$ cat config.mk
export PLATFORM = sky130hd
export DESIGN_NAME = elevator_ctrl
export DESIGN_NICKNAME = d
export VERILOG_FILES = /design/src/rtl/elevator_pkg.sv /design/src/rtl/elevator_req_reg.sv /design/src/rtl/elevator_ctrl.sv
export SDC_FILE = /design/constraint.sdc
export NUM_CORES = 1
export LEC_CHECK = 0
export CORE_MARGIN = 2
export CORE_UTILIZATION = 50
export DETAILED_ROUTE_END_ITERATION = 6
export PLACE_DENSITY = 0.77
export RECOVER_POWER = 100
export SETUP_SLACK_MARGIN = 0.1
export SLEW_MARGIN = 20
export SYNTH_ARGS = -nofsm -noshare
export SYNTH_HDL_FRONTEND = slang
export SYNTH_SLANG_ARGS = --single-unit
$ cat constraint.sdc
create_clock -name clk -period 3.86 [get_ports clk]
set_input_delay 0.579 -clock clk [delete_from_list [all_inputs] [get_ports clk]]
set_output_delay 0.579 -clock clk [all_outputs]
set_load 0.05 [all_outputs]
$ cat src/rtl/elevator_pkg.sv
// Shared types for the elevator controller: FSM state encoding and travel direction.
package elevator_pkg;

  typedef enum logic [1:0] {
    IDLE = 2'd0,
    MOVE = 2'd1,
    DOOR = 2'd2
  } state_t;

  localparam logic DIR_UP = 1'b1;
  localparam logic DIR_DN = 1'b0;

endpackage

$ cat src/rtl/elevator_req_reg.sv
// Pending-request register with clear-on-service, plus detection of requests
// above and below the current floor.
module elevator_req_reg
  import elevator_pkg::*;
#(
  parameter int NFLR = 4,
  parameter int CURW = $clog2(NFLR)
) (
  input  logic            clk,
  input  logic            Reset,
  input  logic [NFLR-1:0] req,
  input  logic [CURW-1:0] cur,
  input  logic            clr,
  input  logic [CURW-1:0] clr_idx,
  output logic [NFLR-1:0] pend,
  output logic [NFLR-1:0] eff,
  output logic            above,
  output logic            below
);

  logic [NFLR-1:0] clr_mask;

  always_comb begin
    eff      = pend | req;
    clr_mask = '0;
    if (clr) clr_mask[clr_idx] = 1'b1;
    above = 1'b0;
    below = 1'b0;
    for (int i = 0; i < NFLR; i++) begin
      if (i > int'(cur)) above = above | eff[i];
      if (i < int'(cur)) below = below | eff[i];
    end
  end

  // Clearing the floor being entered or dwelt at also keeps Req[cur] out of Pend during DOOR.
  always_ff @(posedge clk or posedge Reset) begin
    if (Reset) pend <= '0;
    else       pend <= eff & ~clr_mask;
  end

endmodule

$ cat src/rtl/elevator_ctrl.sv
// Single-car elevator controller: IDLE/MOVE/DOOR FSM with travel counter and
// door dwell timer; pending requests live in elevator_req_reg.
module elevator_ctrl
  import elevator_pkg::*;
#(
  parameter int NFLR     = 4,
  parameter int DOOR_CYC = 4,
  parameter int MOVE_CYC = 2
) (
  input  logic            clk,
  input  logic            Reset,
  input  logic [NFLR-1:0] Req,
  input  logic            Blk,
  output logic [NFLR-1:0] Floor,
  output logic            Door,
  output logic            Moving,
  output logic            Dir,
  output logic [NFLR-1:0] Pend
);

  localparam int CURW    = $clog2(NFLR);
  localparam int CNT_MAX = (DOOR_CYC > MOVE_CYC) ? DOOR_CYC : MOVE_CYC;
  localparam int CW      = $clog2(CNT_MAX + 1);
  localparam logic [CW-1:0]   MOVE_LD = CW'(MOVE_CYC - 1);
  localparam logic [CW-1:0]   DOOR_LD = CW'(DOOR_CYC - 1);
  localparam logic [CURW-1:0] TOP     = CURW'(NFLR - 1);

  state_t          state, state_n;
  logic [CURW-1:0] cur, cur_n;
  logic            dir, dir_n;
  logic [CW-1:0]   mcnt, mcnt_n;
  logic [CW-1:0]   dtmr, dtmr_n;
  logic [NFLR-1:0] eff;
  logic            above, below;
  logic            ahead, behind, at_end;

  elevator_req_reg #(.NFLR(NFLR), .CURW(CURW)) u_req (
    .clk    (clk),
    .Reset  (Reset),
    .req    (Req),
    .cur    (cur),
    .clr    (state_n == DOOR),
    .clr_idx(cur_n),
    .pend   (Pend),
    .eff    (eff),
    .above  (above),
    .below  (below)
  );

  always_ff @(posedge clk or posedge Reset) begin
    if (Reset) begin
      state <= IDLE;
      cur   <= '0;
      dir   <= DIR_UP;
      mcnt  <= '0;
      dtmr  <= '0;
    end else begin
      state <= state_n;
      cur   <= cur_n;
      dir   <= dir_n;
      mcnt  <= mcnt_n;
      dtmr  <= dtmr_n;
    end
  end

  always_comb begin
    state_n = state;
    cur_n   = cur;
    dir_n   = dir;
    mcnt_n  = mcnt;
    dtmr_n  = dtmr;
    ahead   = (dir == DIR_UP) ? above : below;
    behind  = (dir == DIR_UP) ? below : above;
    at_end  = (dir == DIR_UP) ? (cur == TOP) : (cur == '0);
    unique case (state)
      IDLE: begin
        if (eff[cur]) begin
          state_n = DOOR;
          dtmr_n  = DOOR_LD;
        end else if (ahead) begin
          state_n = MOVE;
          mcnt_n  = MOVE_LD;
        end else if (behind) begin
          state_n = MOVE;
          mcnt_n  = MOVE_LD;
          dir_n   = ~dir;
        end
      end
      MOVE: begin
        if (mcnt != '0) begin
          mcnt_n = mcnt - 1'b1;
        end else if (at_end) begin
          // Unreachable while a target is latched; guards cur against stepping off the shaft.
          state_n = IDLE;
        end else begin
          cur_n = (dir == DIR_UP) ? cur + 1'b1 : cur - 1'b1;
          if (eff[cur_n]) begin
            state_n = DOOR;
            dtmr_n  = DOOR_LD;
          end else begin
            mcnt_n = MOVE_LD;
          end
        end
      end
      DOOR: begin
        if (Blk || Req[cur])  dtmr_n  = DOOR_LD;
        else if (dtmr == '0)  state_n = IDLE;
        else                  dtmr_n  = dtmr - 1'b1;
      end
      default: state_n = IDLE;
    endcase
  end

  assign Floor  = {{(NFLR-1){1'b0}}, 1'b1} << cur;
  assign Door   = (state == DOOR);
  assign Moving = (state == MOVE);
  assign Dir    = dir;

endmodule

---- Word level (Yosys, flattened, before mapping) ----
Index checks and enable logic that the tools add are counted.
word-level totals
  output and inout bits ................... 11
  input bits .............................. 7
  flip-flop bits (word level) ............. 15
  word-level logic and storage cells ...... 100
cells by class
  bitwise gates (word level) .............. 10
  reductions and logical operators ........ 11
  equal/unequal tests ..................... 13
  muxes and demuxes ....................... 45
  $add $sub $neg .......................... 4
  shift-type cells ........................ 1
  order comparisons ....................... 10
operators by type and width
  cell                   count
  $mux W3                12
  $mux W2                12
  $mux W1                13
  $lt A2 B3 Y1 const B   3
  $ne A3 B3 Y1 const B   3
  $pmux W3 S3            1
  $ne A2 B2 Y1 const B   4
  $bmux W1 S2            3
  $eq A2 B2 Y1 const B   3
  $pmux W2 S3            1
  $pmux W3 S2            1
  $reduce_and A6 Y1      1
  $reduce_bool A3 Y1     2
  $sub A3 B1 Y3 const B  2
  $reduce_and A5 Y1      1
  $and A4 B4 Y4          1
  $gt A2 B2 Y1 const A   2
  $logic_not A2 Y1       2
  $lt A1 B2 Y1 const A   2
  $mux W4                1
  $not A4 Y4             1
  $or A1 B1 Y1           4
  $or A4 B4 Y4           1
  $reduce_and A4 Y1      1
  15 further kinds       17

---- Longest topological paths before layout ----
Gate-level depths: netlist of the first run.
  depth after elaboration ................. 15
  depth in mapped cells ................... 7
  gate-level depth less buffers ........... 7

---- Hierarchy ----
From an unflattened synthesis of the first run, not the netlist that was laid out.
second synthesis, totals
  cells, all modules ...................... 102
  area, all modules ....................... 1008.5 um^2
by module, submodules not included
  module            cells an instance  area an instance (um^2)  instances  sequential area each (um^2)
  elevator_ctrl     77                 777.0                    1          276.5
  elevator_req_reg  25                 231.5                    1          100.1

---- Worst setup path before layout of the first run ----
Ideal clock, no wire load.
  path type ............................... flip-flop to flip-flop
  start ................................... register cur[0]
  end ..................................... register dtmr[0]
  arrival ................................. 1984 ps
  path slack .............................. 1751 ps
  setup time .............................. 125 ps
  path buffers ............................ 0
  cell stages (with the launch flop) ...... 7
  clock period less this slack ............ 2109 ps
  data required time ...................... 3735 ps
  cell sequence ........................... dfrtp_1 inv_1 ha_1 mux2i_1 o32ai_2 a21oi_2 mux2_4
on the way
  longest elaborated chain between the ends .. 6
  elaborated cells between the ends (all ways) .. 20
  classes of those cells .................. 2 x add/sub; 5 x eq/ne; 10 x mux; 3 x reduce/logical
ends and longest elaborated chain
  item                                            line                 text
  start: declaration                              elevator_ctrl.sv:29  logic [CURW-1:0] cur, cur_n;
  start signal: assignment                        elevator_ctrl.sv:59  cur <= cur_n;
  $sub A2 B1 Y2 or $add A2 B1 Y2 (tied branches)  elevator_ctrl.sv:96  cur_n = (dir == DIR_UP) ? cur + 1'b1 : cur - 1'b1;
  $mux W2                                         elevator_ctrl.sv:96
  $bmux W1 S2                                     elevator_ctrl.sv:97  if (eff[cur_n]) begin
  $mux W1 (implied by the code)                   elevator_ctrl.sv:97
  $ne A2 B1 Y1 (no source line)                   -
  $reduce_and A6 Y1 (no source line)              -
  end signal: assignment                          elevator_ctrl.sv:62  dtmr <= dtmr_n;
  end: declaration                                elevator_ctrl.sv:32  logic [CW-1:0] dtmr, dtmr_n;
Several ways; a longest one is shown, not always the timed one. The select of a mux whose other input is x is not followed.
A chain may end at the register's enable or synchronous reset.

---- Final worst setup path of the first run ----
  start ................................... register cur[0]
  end ..................................... output Floor[0]
on the way
  longest elaborated chain between the ends .. 1
ends and longest elaborated chain
  item              line                  text
  $shl A1 B2 Y4     elevator_ctrl.sv:114  assign Floor = {{(NFLR-1){1'b0}}, 1'b1} << cur;
  end: declaration  elevator_ctrl.sv:14   output logic [NFLR-1:0] Floor,
Every way passes these cells.

==> metrics.txt, run 1 <==
run status complete, no violations; Pwr per Cell Area 636.8 nW/um^2; via count 796; antenna viol nets, final 0; CP max stage cell dlygate4sd3_1; period utilisation layout 69.62%; Setup crit end kind output pin; TritonCTS clock tree built; DR vias/cell 5.415; Max Cap Viol 0; Num CTS Buffers 3; GRT busiest layer met2; die area 2346 um^2; VDD IR max 0.4872 mV; Worst Skew 0.007461 ns; Worst-Margin Slew 0.6697 ns; Crit Path Max Fanout 7; RD Place Congestion 0.9383; Slew Limit Fails 0; # placed instances 143; post-CTS resize count 0; register bit total from synthesis 15; post-synthesis sequential area ratio 38.15%; Total GRT Usage 20.70%; final hold vios 0; Starting Density 51.91%; CTS H-Tree Depth 1; CTS sink cnt 15; Iter 0 DRT Violations 7; Setup crit start kind register; FILL cells 166; grt met2 use 38.43%; final WL 2148 um; vias in the first global route 848; Synth top area share 35.49%; leading area contributor after synthesis dfrtp_1; Die Span X 48.44 um; Root Buffer clkbuf_4; syn nets 114; top post-synthesis cells by area dfrtp_1 (35%), ha_1 (8.9%), mux4_2 (4.6%); CP bufs+invs 2; GR Util met1 22.65%; R2R setup slack 1.26 ns; cell area after synthesis 987.2 um^2; Non-Filler Instances 147; layout cell share with drive strength beyond 1 10.83%; initial antenna violation count 0; postcts setup bufs 0; EDFF count, synth 0; io pins 18; Port Buffer Count 17; Final Setup Violations 0; syn_area_per_cell 9.872 um^2; f_max 372.1 MHz; met3 Use GR 4.321%; Die Height 48.44 um; Post-CTS Hold Fix Bufs 0; 1st-pass router iterations 4; Flop pwr share 33.4%; Pleak 0.5278 nW; DRC Markers 0; crit-path cells inv_1 > ha_1 > dlygate4sd3_1; clk slew on worst S/H paths 0.10 ns; net switching fraction of the power 48.92%; Post-synth ARST share 100.0%; Clock Power Share 12.4%; area of the multi-input gates 553.0 um^2; nets@finish 135; Clock Latency Late Sink 0.29 ns; Worst EP arrival 2.11 ns; Core ar. 1902 um^2; global-route wire length before repair 3746 um; Area Growth Syn to Fin 21.29%; largest net degree at the start of global routing 16; max incr delay on CP 0.89 ns; max_slew headroom 55.35%; kind of critical path reg -> out; Primary FF master, synth dfrtp_1; class of the most critical hold timing path reg -> reg; routed length per instance 14.61 um; Max clock buf depth 2; Power Internal 389.5 uW; most used standard cells in the synthesized netlist dfrtp_1 (14), nand2_1 (11), inv_1 (9); fin crit period 2.687 ns; required time of the critical path 3.28 ns; RSZ-0062 raised after global routing false; grt ovf 0; top-count cell post-synth dfrtp_1; setup_tns 0 ns; NetSw 373.0 uW; Gate Count Post-Synth 100; Distinct cells, synth 34; area taken by flip-flops and latches 376.6 um^2; critical path's top delay family buffers and inverters; ant diodes 0; synth warn 0; number of core rows 16; hpwl dp 1666 um; Comb pwr share 54.2%
[kinds of logic (layout without fill, tap and decap cells)]
family | Yosys count | count (layout) | synth area share, %
and+or+nand+nor | 33 | 33 | 16.35
AOI/OAI and AO/OA | 24 | 24 | 19.01
DFF | 15 | 15 | 38.15
buffers and inverters | 11 | 31 | 4.182
muxes | 8 | 8 | 11.66
adders and majority gates | 7 | 7 | 8.872
xor gates and xnor gates | 2 | 2 | 1.775
[stage by stage]
| stage | utilization (%) | cell area, um^2 | setup WS (ns) | power [mW] | hold slack, ns |
|---|---|---|---|---|---|
| 6_report | 62.96 | 1197 | 1.173 | 0.7625 | 0.5328 |
| 3_3_place_gp | 62.43 | 1187 | 1.331 | 0.6866 | 0.4995 |
| 3_5_place_dp | 62.43 | 1187 | 1.305 | 0.6924 | 0.5078 |
| 4_1_cts | 63.82 | 1214 | 1.254 | 0.7891 | 0.5314 |
| 5_1_grt | 62.96 | 1197 | 1.102 | 0.8118 | 0.5654 |
| 2_1_floorplan | - | 987.2 | 1.751 | 0.5737 | 0.4729 |
[worst reg2reg max path, cell delays in order, from the launching register on]
cell     delay (ns)
dfrtp_1        0.50
inv_1          0.17
ha_1           0.33
xnor2_1        0.23
mux4_2         0.25
nand2_1        0.06
a21oi_1        0.53
mux2_2         0.41
[sequential cells by signal, summed over array words and instances (netlist names)]
signal	cells
mcnt	3
Dir	1
cur	2
u_req.pend	4
state	2
dtmr	3
[power by group through the flow]
stage	logic, mW	clock network, mW	registers [mW]
2_1_floorplan	0.273	0	0.301
3_3_place_gp	0.431	0	0.255
3_5_place_dp	0.434	0	0.258
4_1_cts	0.437	0.0965	0.256
5_1_grt	0.447	0.102	0.262
6_report	0.413	0.0948	0.254
[layer usage]
layer / part of all wire, % / wire (um) / vias up
li1: - / - / 393
met1: 45 / 961 / 381
met2: 50 / 1084 / 19
met3: 3.3 / 71 / 3
met4: 1.4 / 30 / 0
met5: 0 / 0 / -
[placed cells by master (no fill, tap or decap), drive strengths merged, types with 2 or more instances in the layout]
cell,n
a21oi,5
a22oi,2
a31oi,4
clkbuf,4
clkdlybuf4s50,4
dfrtp,14
dlygate4sd3,13
ha,7
inv,10
mux2,2
mux2i,4
mux4,2
nand2,11
nand2b,2
nor2,8
nor2b,4
nor3,2
o21ai,4
or2,4
xnor2,2
[path summary, 6_finish.rpt]
check | startpoint | end | depth (start not counted)
setup / recovery | cur[0] | Floor[0] | 3
hold / removal | mcnt[2] | mcnt[2] | 1
setup reg to reg | cur[0] | dtmr[0] | 7
hold reg to reg | mcnt[2] | mcnt[2] | 1
max in group asynchronous | Reset | state[1] | 2
min in group asynchronous | Reset | dtmr[2] | 2
[layout make-up]
| type | count | area share, % |
|---|---|---|
| Inverter | 10 | 3.135 |
| Clock buffer | 4 | 2.194 |
| Multi-Input combinational cell | 74 | 46.19 |
| Timing Repair Buffer | 17 | 14.21 |
| Sequential cell | 15 | 31.45 |
| Tap cell | 27 | 2.821 |
Note: power is estimated with default switching activity, not from simulation.
==> run 2: changes to the inputs <==
Clock period 3.86 ns to 2.7 ns, I/O delays scaled along.
==> metrics.txt, run 2 (synthesis results as in run 1) <==
Reg with most FFs u_req.pend; FILL cells 163; Clock Latency Late Sink 0.28 ns; Hold WS 0.5135 ns; kind of critical path reg -> out; Slew Limit Fails 0; die area 2346 um^2; Crit Path Max Fanout 7; Core ar. 1902 um^2; via count 835; nets@finish 137; Setup crit end kind output pin; Final Setup Violations 0; Top Registers u_req.pend x4, dtmr x3, mcnt x3; CTS sink cnt 15; Worst Skew 0.006523 ns; run status complete, no violations; Die Height 48.44 um; Pwr per Cell Area 907.8 nW/um^2; Die Span X 48.44 um; postcts setup bufs 0; DR vias/cell 5.604; Num CTS Buffers 3; required time of the critical path 2.30 ns; most common cell after layout, fill and taps aside dfrtp_1; post-CTS resize count 0; TritonCTS clock tree built; final WL 2143 um; largest net degree at the start of global routing 16; max FFs per register 4; final non-filler cell area 1207 um^2; Total GRT Usage 19.83%; routed length per instance 14.38 um; fin util 63.49%; RSZ-0062 raised after global routing false; Post-CTS Hold Fix Bufs 0; Setup crit start kind register; CTS H-Tree Depth 1; Starting Density 51.91%; Post-DP Area 1202 um^2; number of core rows 16; Port Buffer Count 17; Tot Pwr 1.096 mW; grt ovf 0; ant diodes 0; io pins 18; f_max 408.4 MHz; most frequent cells in the layout dfrtp_1 (14), nand2_1 (11), dlygate4sd3_1 (11), inv_1 (9), nor2_1 (8); 1st-pass router iterations 4; period utilisation layout 90.70%; area taken by flip-flops and latches 376.6 um^2; Max clock buf depth 2; initial antenna violation count 0; area of the multi-input gates 551.8 um^2; final hold vios 0; layout cell share with drive strength beyond 1 11.48%; Worst-Margin Slew 0.7028 ns; max_slew headroom 53.14%; RD Place Congestion 0.9444; vias in the first global route 831; Root Buffer clkbuf_4; DRC Markers 0; antenna viol nets, final 0; Pleak 0.5343 nW; class of the most critical hold timing path reg -> reg; VDD IR max 0.5866 mV; fin crit period 2.449 ns; setup_tns 0 ns; Max Cap Viol 0; global-route wire length before repair 3581 um; clk slew on worst S/H paths 0.09 ns; Worst EP arrival 2.04 ns; Iter 0 DRT Violations 20; Area Growth Syn to Fin 22.31%
[run 2: final timing paths]
path | start | endpoint | slack, ns | cells past startpoint
worst max-delay path | cur[1] | Floor[3] | 0.25 | 3
worst min-delay path | mcnt[2] | mcnt[2] | 0.51 | 1
worst max register to register | cur[0] | dtmr[0] | 0.31 | 7
worst min register to register | mcnt[2] | mcnt[2] | 0.51 | 1
max in group asynchronous | Reset | dtmr[2] | 1.68 | 2
min in group asynchronous | Reset | u_req.pend[1] | 0.62 | 2
[run 2: stage by stage]
step                setup WS [ns]  instances
floorplan                  0.5913        100
CTS                        0.3733        149
detailed placement         0.3262        145
finish                     0.2511        149
global placement           0.3457        145
global route               0.1531        149
[run 2: metal layers]
metal | routed length, um | up-vias | GRT usage (%)
met5 | 0 | - | 0
met4 | 13 | 0 | 8.095
met3 | 97 | 2 | 4.321
met2 | 1092 | 29 | 34.95
met1 | 940 | 405 | 23.43
li1 | - | 399 | -
[run 2: power by group]
group	leakage (nW)	switching, mW	total (mW)	internal [mW]
clock network	0.0150	0.0676	0.125	0.0572
logic	0.345	0.396	0.624	0.228
registers	0.174	0.0603	0.347	0.287
total	0.534	0.524	1.10	0.572
[run 2: cell type report]
cell class	instances	share of cell area, %
Clock buffer	4	2.176
Tap cell	27	2.798
Sequential cell	15	31.19
Multi-Input combinational cell	74	45.70
Inverter	10	3.109
Timing Repair Buffer	19	15.03
[run 2: worst max-delay path: stages (launching register included)]
cell             delay, ns
dfrtp_1               0.37
clkbuf_1              0.31
ha_1                  0.28
clkdlybuf4s50_1       0.82
